### src/rtl/swap_reg_file_pkg.sv
// Shared definitions for the swap register file.
// Holds the default geometry and the swap FSM state encoding, which is
// also exposed on the swap_fsm debug state output so checkers can decode it.
package swap_reg_file_pkg;

    localparam int DEFAULT_ADDR_WIDTH = 7;
    localparam int DEFAULT_DATA_WIDTH = 8;
    localparam int STATE_WIDTH        = 3;

    typedef enum logic [STATE_WIDTH-1:0] {
        ST_IDLE = 3'd0,
        ST_LOAD = 3'd1,
        ST_WR_A = 3'd2,
        ST_WR_B = 3'd3,
        ST_DONE = 3'd4
    } swap_state_t;

endpackage

### src/rtl/swap_reg_file_swap_fsm.sv
// swap_fsm: sequencer for the in-place exchange of two memory words.
//
// Handshake: start is a request, sampled only while the FSM is IDLE (a start
// seen in any other state is dropped, never queued). busy is high for the
// three cycles LOAD/WR_A/WR_B; done is a one-cycle pulse in DONE once both
// writes have committed. There is no ready: the host watches busy/done.
//
// Ports:
//   clk, reset            clock, asynchronous active-high reset
//   start, addr_a, addr_b swap request and the two locations (captured in IDLE)
//   rd_a, rd_b            memory contents at ra/rb, supplied by the top level
//   ra, rb                captured swap addresses (drive the top's lookups)
//   busy, done            host status
//   fsm_we, fsm_addr,     write-port request; the top gives the FSM the port
//   fsm_data              whenever fsm_we is high
//   state                 debug view of the current state encoding
module swap_fsm
    import swap_reg_file_pkg::*;
#(
    parameter int ADDR_WIDTH = DEFAULT_ADDR_WIDTH,
    parameter int DATA_WIDTH = DEFAULT_DATA_WIDTH
) (
    input  logic                   clk,
    input  logic                   reset,
    input  logic                   start,
    input  logic [ADDR_WIDTH-1:0]  addr_a,
    input  logic [ADDR_WIDTH-1:0]  addr_b,
    input  logic [DATA_WIDTH-1:0]  rd_a,
    input  logic [DATA_WIDTH-1:0]  rd_b,
    output logic [ADDR_WIDTH-1:0]  ra,
    output logic [ADDR_WIDTH-1:0]  rb,
    output logic                   busy,
    output logic                   done,
    output logic                   fsm_we,
    output logic [ADDR_WIDTH-1:0]  fsm_addr,
    output logic [DATA_WIDTH-1:0]  fsm_data,
    output logic [STATE_WIDTH-1:0] state
);

    swap_state_t           state_q;
    swap_state_t           state_d;
    logic [ADDR_WIDTH-1:0] ra_q;
    logic [ADDR_WIDTH-1:0] rb_q;
    logic [DATA_WIDTH-1:0] ta_q;
    logic [DATA_WIDTH-1:0] tb_q;

    always_ff @(posedge clk or posedge reset) begin
        if (reset) begin
            state_q <= ST_IDLE;
            ra_q    <= '0;
            rb_q    <= '0;
            ta_q    <= '0;
            tb_q    <= '0;
        end else begin
            state_q <= state_d;
            if (state_q == ST_IDLE && start) begin
                ra_q <= addr_a;
                rb_q <= addr_b;
            end
            // Both words are snapshotted before either write so that the
            // exchange is immune to ra == rb and to write ordering.
            if (state_q == ST_LOAD) begin
                ta_q <= rd_a;
                tb_q <= rd_b;
            end
        end
    end

    always_comb begin
        state_d  = state_q;
        busy     = 1'b0;
        done     = 1'b0;
        fsm_we   = 1'b0;
        fsm_addr = ra_q;
        fsm_data = tb_q;
        case (state_q)
            ST_IDLE: begin
                if (start) state_d = ST_LOAD;
            end
            ST_LOAD: begin
                busy    = 1'b1;
                state_d = ST_WR_A;
            end
            ST_WR_A: begin
                busy     = 1'b1;
                fsm_we   = 1'b1;
                fsm_addr = ra_q;
                fsm_data = tb_q;
                state_d  = ST_WR_B;
            end
            ST_WR_B: begin
                busy     = 1'b1;
                fsm_we   = 1'b1;
                fsm_addr = rb_q;
                fsm_data = ta_q;
                state_d  = ST_DONE;
            end
            ST_DONE: begin
                done    = 1'b1;
                state_d = ST_IDLE;
            end
            default: begin
                state_d = ST_IDLE;
            end
        endcase
    end

    assign ra    = ra_q;
    assign rb    = rb_q;
    assign state = state_q;

endmodule

### src/rtl/swap_reg_file.sv
// swap_reg_file: register file with one synchronous write port, two
// combinational read ports and a built-in two-location swap engine.
//
// Ports:
//   clk, reset                 clock, asynchronous active-high reset
//                              (resets the swap engine only, not memory)
//   we, address_w, data_w      host write port (dropped while busy)
//   address_r0/data_r0         read port 0, zero latency
//   address_r1/data_r1         read port 1, zero latency
//   start, addr_a, addr_b      swap request
//   busy, done                 swap status
module swap_reg_file
    import swap_reg_file_pkg::*;
#(
    parameter int ADDR_WIDTH = DEFAULT_ADDR_WIDTH,
    parameter int DATA_WIDTH = DEFAULT_DATA_WIDTH
) (
    input  logic                  clk,
    input  logic                  reset,
    input  logic                  we,
    input  logic [ADDR_WIDTH-1:0] address_w,
    input  logic [DATA_WIDTH-1:0] data_w,
    input  logic [ADDR_WIDTH-1:0] address_r0,
    output logic [DATA_WIDTH-1:0] data_r0,
    input  logic [ADDR_WIDTH-1:0] address_r1,
    output logic [DATA_WIDTH-1:0] data_r1,
    input  logic                  start,
    input  logic [ADDR_WIDTH-1:0] addr_a,
    input  logic [ADDR_WIDTH-1:0] addr_b,
    output logic                  busy,
    output logic                  done
);

    localparam int DEPTH = 1 << ADDR_WIDTH;

    logic [DATA_WIDTH-1:0]  mem [DEPTH];

    logic [ADDR_WIDTH-1:0]  ra;
    logic [ADDR_WIDTH-1:0]  rb;
    logic                   fsm_we;
    logic [ADDR_WIDTH-1:0]  fsm_addr;
    logic [DATA_WIDTH-1:0]  fsm_data;
    logic [STATE_WIDTH-1:0] fsm_state;

    logic                   host_we;
    logic                   wr_en;
    logic [ADDR_WIDTH-1:0]  wr_addr;
    logic [DATA_WIDTH-1:0]  wr_data;

    swap_fsm #(
        .ADDR_WIDTH (ADDR_WIDTH),
        .DATA_WIDTH (DATA_WIDTH)
    ) u_swap_fsm (
        .clk      (clk),
        .reset    (reset),
        .start    (start),
        .addr_a   (addr_a),
        .addr_b   (addr_b),
        .rd_a     (mem[ra]),
        .rd_b     (mem[rb]),
        .ra       (ra),
        .rb       (rb),
        .busy     (busy),
        .done     (done),
        .fsm_we   (fsm_we),
        .fsm_addr (fsm_addr),
        .fsm_data (fsm_data),
        .state    (fsm_state)
    );

    // The host owns the write port whenever the engine is not busy
    // (IDLE and the DONE status cycle). A write issued together with start
    // lands at the same edge that leaves IDLE, so LOAD already sees it.
    assign host_we = we && !reset &&
                     (fsm_state == ST_IDLE || fsm_state == ST_DONE);

    assign wr_en   = fsm_we || host_we;
    assign wr_addr = fsm_we ? fsm_addr : address_w;
    assign wr_data = fsm_we ? fsm_data : data_w;

    // Memory has no reset: contents survive a reset, including the partial
    // state left by a swap aborted between its two writes.
    always_ff @(posedge clk) begin
        if (wr_en) begin
            mem[wr_addr] <= wr_data;
        end
    end

    assign data_r0 = mem[address_r0];
    assign data_r1 = mem[address_r1];

endmodule

### config.mk
export PLATFORM = sky130hd
export DESIGN_NAME = swap_reg_file
export DESIGN_NICKNAME = d
export VERILOG_FILES = /design/src/rtl/swap_reg_file_pkg.sv /design/src/rtl/swap_reg_file_swap_fsm.sv /design/src/rtl/swap_reg_file.sv
export SDC_FILE = /design/constraint.sdc
export NUM_CORES = 2
export LEC_CHECK = 0
export CORE_ASPECT_RATIO = 0.75
export CORE_MARGIN = 5
export CORE_UTILIZATION = 48
export CTS_CLUSTER_SIZE = 40
export DETAILED_ROUTE_END_ITERATION = 12
export PLACE_DENSITY = 0.69
export SLEW_MARGIN = 0
export SYNTH_ARGS = -nofsm -noshare
export SYNTH_HDL_FRONTEND = slang
export SYNTH_SLANG_ARGS = --single-unit
### constraint.sdc
create_clock -name clk -period 7.55 [get_ports clk]
set_clock_uncertainty 0.05 [all_clocks]
set_input_delay 0.755 -clock clk [delete_from_list [all_inputs] [get_ports clk]]
set_output_delay 0.755 -clock clk [all_outputs]
set_load 0.02 [all_outputs]
; ---- After elaboration in Yosys (flattened, before gate mapping)
; Memory sizes are Yosys's and may differ from the RTL's. A register that Yosys moved wholly into a read port is not among the register bits.
; Index checks and enable logic that the tools add are counted.
[word_totals]
regBits = 17
ram_bits = 1024
inputBits = 47
output_inout_bits = 18
word_cells = 29
mem_count = 1
[mem_list]
columns = memory, depth, word_bits, read_ports, rd_clocked_by_memory_dff, write_ports, line_no
row1 = mem, 128, 8, 4, 2, 1, swap_reg_file.sv:36  ; logic [DATA_WIDTH-1:0] mem [DEPTH];
[op_classes]
n_eq_ne = 5
mux = 11
n_reduce_logical = 9
[ops]
columns = operator, n
row1 = 2-to-1 mux 8 bit, 2
row2 = 2-to-1 mux 7 bit, 2
row3 = one-hot mux 3 bit (4 select lines), 1
row4 = "== test 3 x 2 -> 1 bit, second input constant", 2
row5 = 2-to-1 mux 1 bit, 5
row6 = "== test 3 x 1 -> 1 bit, second input constant", 1
row7 = "== test 3 bit, second input constant", 1
row8 = logical AND 1 bit, 3
row9 = zero test 3 bit, 1
row10 = 2-to-1 mux 3 bit, 1
row11 = OR reduction 3 bit, 1
row12 = logical OR 1 bit, 2
row13 = "!= test 2 bit, second input constant", 1
row14 = OR reduction 2 bit, 1
row15 = zero test 1 bit, 1

; ---- Depth between registers and ports, before layout
[depth]
depth_word = 6
ltp_mapped = 11
depth_no_buf = 6

; ---- By module
; From an unflattened synthesis, not the netlist that was laid out.
[hier_totals]
cells_unflattened = 3015
area_unflattened_um2 = 65191.3
[by_module_without_submodules]
columns = mod, n_inst, cells_each, area_each_um2, seq_area_each_um2
row1 = swap_reg_file, 1, 2919, 63713.6, 30749.5
row2 = swap_fsm, 1, 96, 1477.7, 825.8

; ---- Least setup slack after synthesis
; No wires, ideal clock.
[synth_path]
path_kind = flip-flop to flip-flop
startpoint = reg u_swap_fsm.state_q[2] (netlist: u_swap_fsm.state[2])
endpoint = mem mem[0][6] (netlist bit), data pin
setup_ns = 1.197
t_arrival_ns = 6.214
t_required_ns = 6.303
path_slack_ns = 0.089
stages_incl_launch_ff = 7
path_buffers = 4
synth_period_minus_slack_ns = 7.461
path_cell_list = dfrtp_1 -> clkbuf_1 -> nand2b_1 -> buf_2 -> clkbuf_1 -> clkbuf_1 -> o21ai_0
[synth_via]
elab_chain_cells = 4
elab_cells_between_ends = 6
classes_between = eq/ne: 2 / mux: 3 / reduce/logical: 1
[synth_lines]
columns = element, line_no
row1 = start: declaration, swap_reg_file_swap_fsm.sv:40  ; swap_state_t state_q;
row2 = start signal: assignment, swap_reg_file_swap_fsm.sv:55  ; state_q <= state_d;
row3 = == test 3 x 2 -> 1 bit, swap_reg_file_swap_fsm.sv:76  ; case (state_q)
row4 = OR reduction 2 bit (no line), n/a
row5 = 2-to-1 mux 1 bit, swap_reg_file_swap_fsm.sv:76
row6 = 2-to-1 mux 8 bit *, swap_reg_file.sv:79  ; assign wr_data = fsm_we ? fsm_data : data_w;
row7 = via wr_data[6], swap_reg_file.sv:48  ; logic [DATA_WIDTH-1:0] wr_data;
row8 = end: declaration, swap_reg_file.sv:36
; The timed path passes the listed nets; every way through them passes the cells marked *.

; ---- Final worst setup path
[layout_path]
startpoint = in address_r1[0]
endpoint = out data_r1[6]
[layout_via]
elab_chain_cells = 1
[layout_lines]
columns = element, line_no
row1 = start: declaration, swap_reg_file.sv:25  ; input logic [ADDR_WIDTH-1:0] address_r1,
row2 = memory read (128 x 8 bit), n/a
row3 = end: declaration, swap_reg_file.sv:26  ; output logic [DATA_WIDTH-1:0] data_r1,
; Every way passes these cells.

==> impl_metrics.ini <==
[timing]
setup_violations = 0
fin_crit_sh_pct = 79.0
finalHoldViolations = 0
relSlewSlack_pct = 0.546
finalCriticalPeriod_ns = 5.97
tightest_slew_ns = 1.48
fmax_mhz = 168
slew_violations = 0
setup_tns_ns = 0
rsz0062_at_grt = no

[logic_synthesis]
syn_inst = 3946
synth_top_area_share_pct = 46.3
ys_warn_count = 0
synth-seq-area-share_pct = 47.6
synth_cell_types = 51
syn_area_um2 = 66300
synth_seq_cells = 1057
synth_area_leader_cell = edfxtp_1
syn-num-nets = 3993
ys.flop_type = edfxtp_1
yosys-top-cells-area = edfxtp_1 46%, mux4_2 33%, mux2i_1 4.9%
async_flop_share_pct = 3.12
syn_area_per_cell_um2 = 16.8
synth_edf_count = 1024

[worst_setup_path]
cp_slowest_stage_delay_ns = 0.71
r2r-start = u_swap_fsm.state[0]
crit_slowest_cell = a22oi_1
r2r_end = mem[70][2]
arrival_ns = 5.16
worst-endpoint-required_ns = 6.74
end_kind = primary output
crit_top_cell = a21oi_1
setup.worst_path.start_class = input port
path_max_fanout = 54
startpoint = address_r1[0]
cp_cell_sequence = buf_8 > buf_12 > buf_4 > mux4_2 > a22oi_1 > a21oi_1 > a21oi_1 > a221oi_1 > clkdlybuf4s50_1
reg2reg_depth = 6
worst-path-stages = 9
path_buf_inv = 4
endpoint = data_r1[6]
cp_top_family = compound AO/OA/AOI/OAI gates
worstSetupPathType = input port to primary output
r2r_slack_ns = 2.75

[floorplanning]
core_area_um2 = 138000
num_rows = 118
initial_utilization_pct = 48.2
fp.dieArea_um2 = 146000
die_h_um = 332
num_io_pins = 65
die_w_um = 439

[routing]
dr.first_iter.drc_count = 9158
vias = 46870
drc = 0
via_per_inst = 7.97
dr.pass1.iters = 5
routedWlPerCell_um = 44.8
antenna_left = 0
routed_wl_um = 263000

[cells_and_area]
layout_commonest_cell = edfxtp_1
nNetsFinal = 3965
seq_area_um2 = 31600
multiInputGateArea_um2 = 32900
drive_gt1_share_pct = 37.4
fill_cells = 10868
area_delta_synth_final_pct = 9.68
layout_common_cells = 1024 x edfxtp_1, 978 x mux4_2, 325 x mux2i_1

[job]
drv_cap = 1

[clock_tree]
cts.clk_slew.worst_paths_ns = 0.07
cts_buffers = 107
cts_tree = done
ctsHoldBuffers = 0
clk_latency_ns = 0.77
cts.htree.levels = 3
cts_resized = 0
cts_sinks = 1057
post_cts_buffers = 0
root_buffer = clkbuf_16
clockBufferDepth = 3

[place]
dpl.hpwl_um = 173000
numPortBuffers = 64
gp_congestion = 1.03

[power_and_ir_drop]
swShare_pct = 42.8
peakVddDrop_mv = 0.335
netSwitchingPower_uw = 11400
p_total_uw = 26600
p_int_uw = 15200
p_seq_share_pct = 31.8
p_leak_uw = 0.0228
pwr-share-comb_pct = 47.6
p_per_area_nw_per_um2 = 365
clock_power_share_pct = 20.6

[run_status]
violations = capacitance limit
status = complete, but fails checks

[global_routing]
gr-total-overflow = 0
grt_max_degree = 117
grt_pass1_wl_um = 362000
antenna_found_initial = 17
grt_pass1_vias = 43444
grt_usage_pct = 35.6

[min_path]
hp-class = flop to flop
## cells in the mapped netlist (7+ instances only)
cell type,count
a221oi_1,70
a31oi_1,10
nor2b_1,19
a211oi_1,38
nand2b_1,19
o221ai_1,105
nor4_1,8
nor2_1,181
mux4_2,978
o211ai_1,39
nand3_1,23
nor3b_1,9
dfrtp_1,33
a2bb2oi_1,12
or2_2,19
buf_4,61
a32oi_1,7
mux2_2,90
buf_1,31
buf_2,91
inv_1,9
buf_6,22
mux2i_1,325
a22oi_1,37
o22ai_1,91
nand2_1,165
a21oi_1,93
edfxtp_1,1024
clkbuf_1,195
o21ai_0,63
and2_1,26
## state kept, by name (all words and copies together) (netlist names)
register	flops
mem	1024
u_swap_fsm.ta_q	8
u_swap_fsm.tb_q	8
u_swap_fsm.ra	7
u_swap_fsm.rb	7
u_swap_fsm.state	3
## metrics by stage
| step | worst slack, ns | hold slack [ns] | utilization, % | area [um2] | std cells |
|---|---|---|---|---|---|
| final | 1.58 | 0.449 | 52.8 | 72800 | 5878 |
| after global placement | 1.82 | 0.421 | 50.3 | 69300 | 5669 |
| after CTS | 1.84 | 0.438 | 52.8 | 72700 | 5868 |
| after detailed placement | 1.85 | 0.424 | 50.3 | 69300 | 5669 |
| after floorplan | 0.0891 | 0.399 | - | 66300 | 3946 |
| after global routing | 1.74 | 0.449 | 52.8 | 72800 | 5871 |
## routing by layer
layer / vias to the layer above / global-route usage (%) / share of wire, %
met4: 8 / 14.7 / 5.5
li1: 17260 / - / -
met2: 4584 / 46.7 / 40
met3: 682 / 19.2 / 19
met1: 24336 / 49.1 / 35
met5: - / 2.30 / 0.17
## power by group through the flow
| stage | Combinational, uW | Sequential [uW] | Clock (uW) |
|---|---|---|---|
| finish | 12700 | 8460 | 5470 |
| global placement | 11900 | 8520 | 0 |
| global route | 12700 | 8450 | 5720 |
| detailed placement | 12000 | 8540 | 0 |
| CTS | 12000 | 8410 | 5470 |
| floorplan | 7680 | 8490 | 0 |
## area by class of cell
type / count / share of cell area (%)
Tap cell: 1860 / 3.20
Antenna cell: 10 / 0.0344
Sequential cell: 1057 / 43.4
Clock inverter: 71 / 0.842
Inverter: 11 / 0.0567
Multi-Input combinational cell: 2478 / 45.2
Timing Repair Buffer: 263 / 3.29
Clock buffer: 128 / 3.92
## kinds of logic (layout without fill, tap and decap cells)
kind of cell	after synthesis	after routing	share of synthesized area [%]
and+or+nand+nor	496	496	3.39
buffers and inverters	411	473	3.09
DFF	1057	1057	47.6
AOI/OAI and AO/OA	588	588	6.29
muxes	1393	1393	39.6
xor gates and xnor gates	1	1	0.0132
other	0	10	0
## worst register-to-register path: stages (launching register included)
cell and delay (ns):
dfrtp_1 0.62, buf_4 0.39, mux2_2 0.38, mux2i_1 0.50
nand3b_1 0.32, nand2b_1 0.90, nor2_1 1.21
## how the worst min path moves through the flow
stage	slack, ns	endpoint	start	depth (start not counted)
6_report	0.45	u_swap_fsm.tb_q[7]	u_swap_fsm.tb_q[7]	2
5_1_grt	0.45	u_swap_fsm.tb_q[7]	u_swap_fsm.tb_q[7]	2
4_1_cts	0.44	u_swap_fsm.tb_q[7]	u_swap_fsm.tb_q[7]	2
3_5_place_dp	0.42	u_swap_fsm.tb_q[7]	u_swap_fsm.tb_q[7]	2
3_3_place_gp	0.42	u_swap_fsm.tb_q[7]	u_swap_fsm.tb_q[7]	2
2_1_floorplan	0.40	u_swap_fsm.tb_q[3]	u_swap_fsm.tb_q[3]	2
No activity file was read; power rests on OpenSTA's default activity.
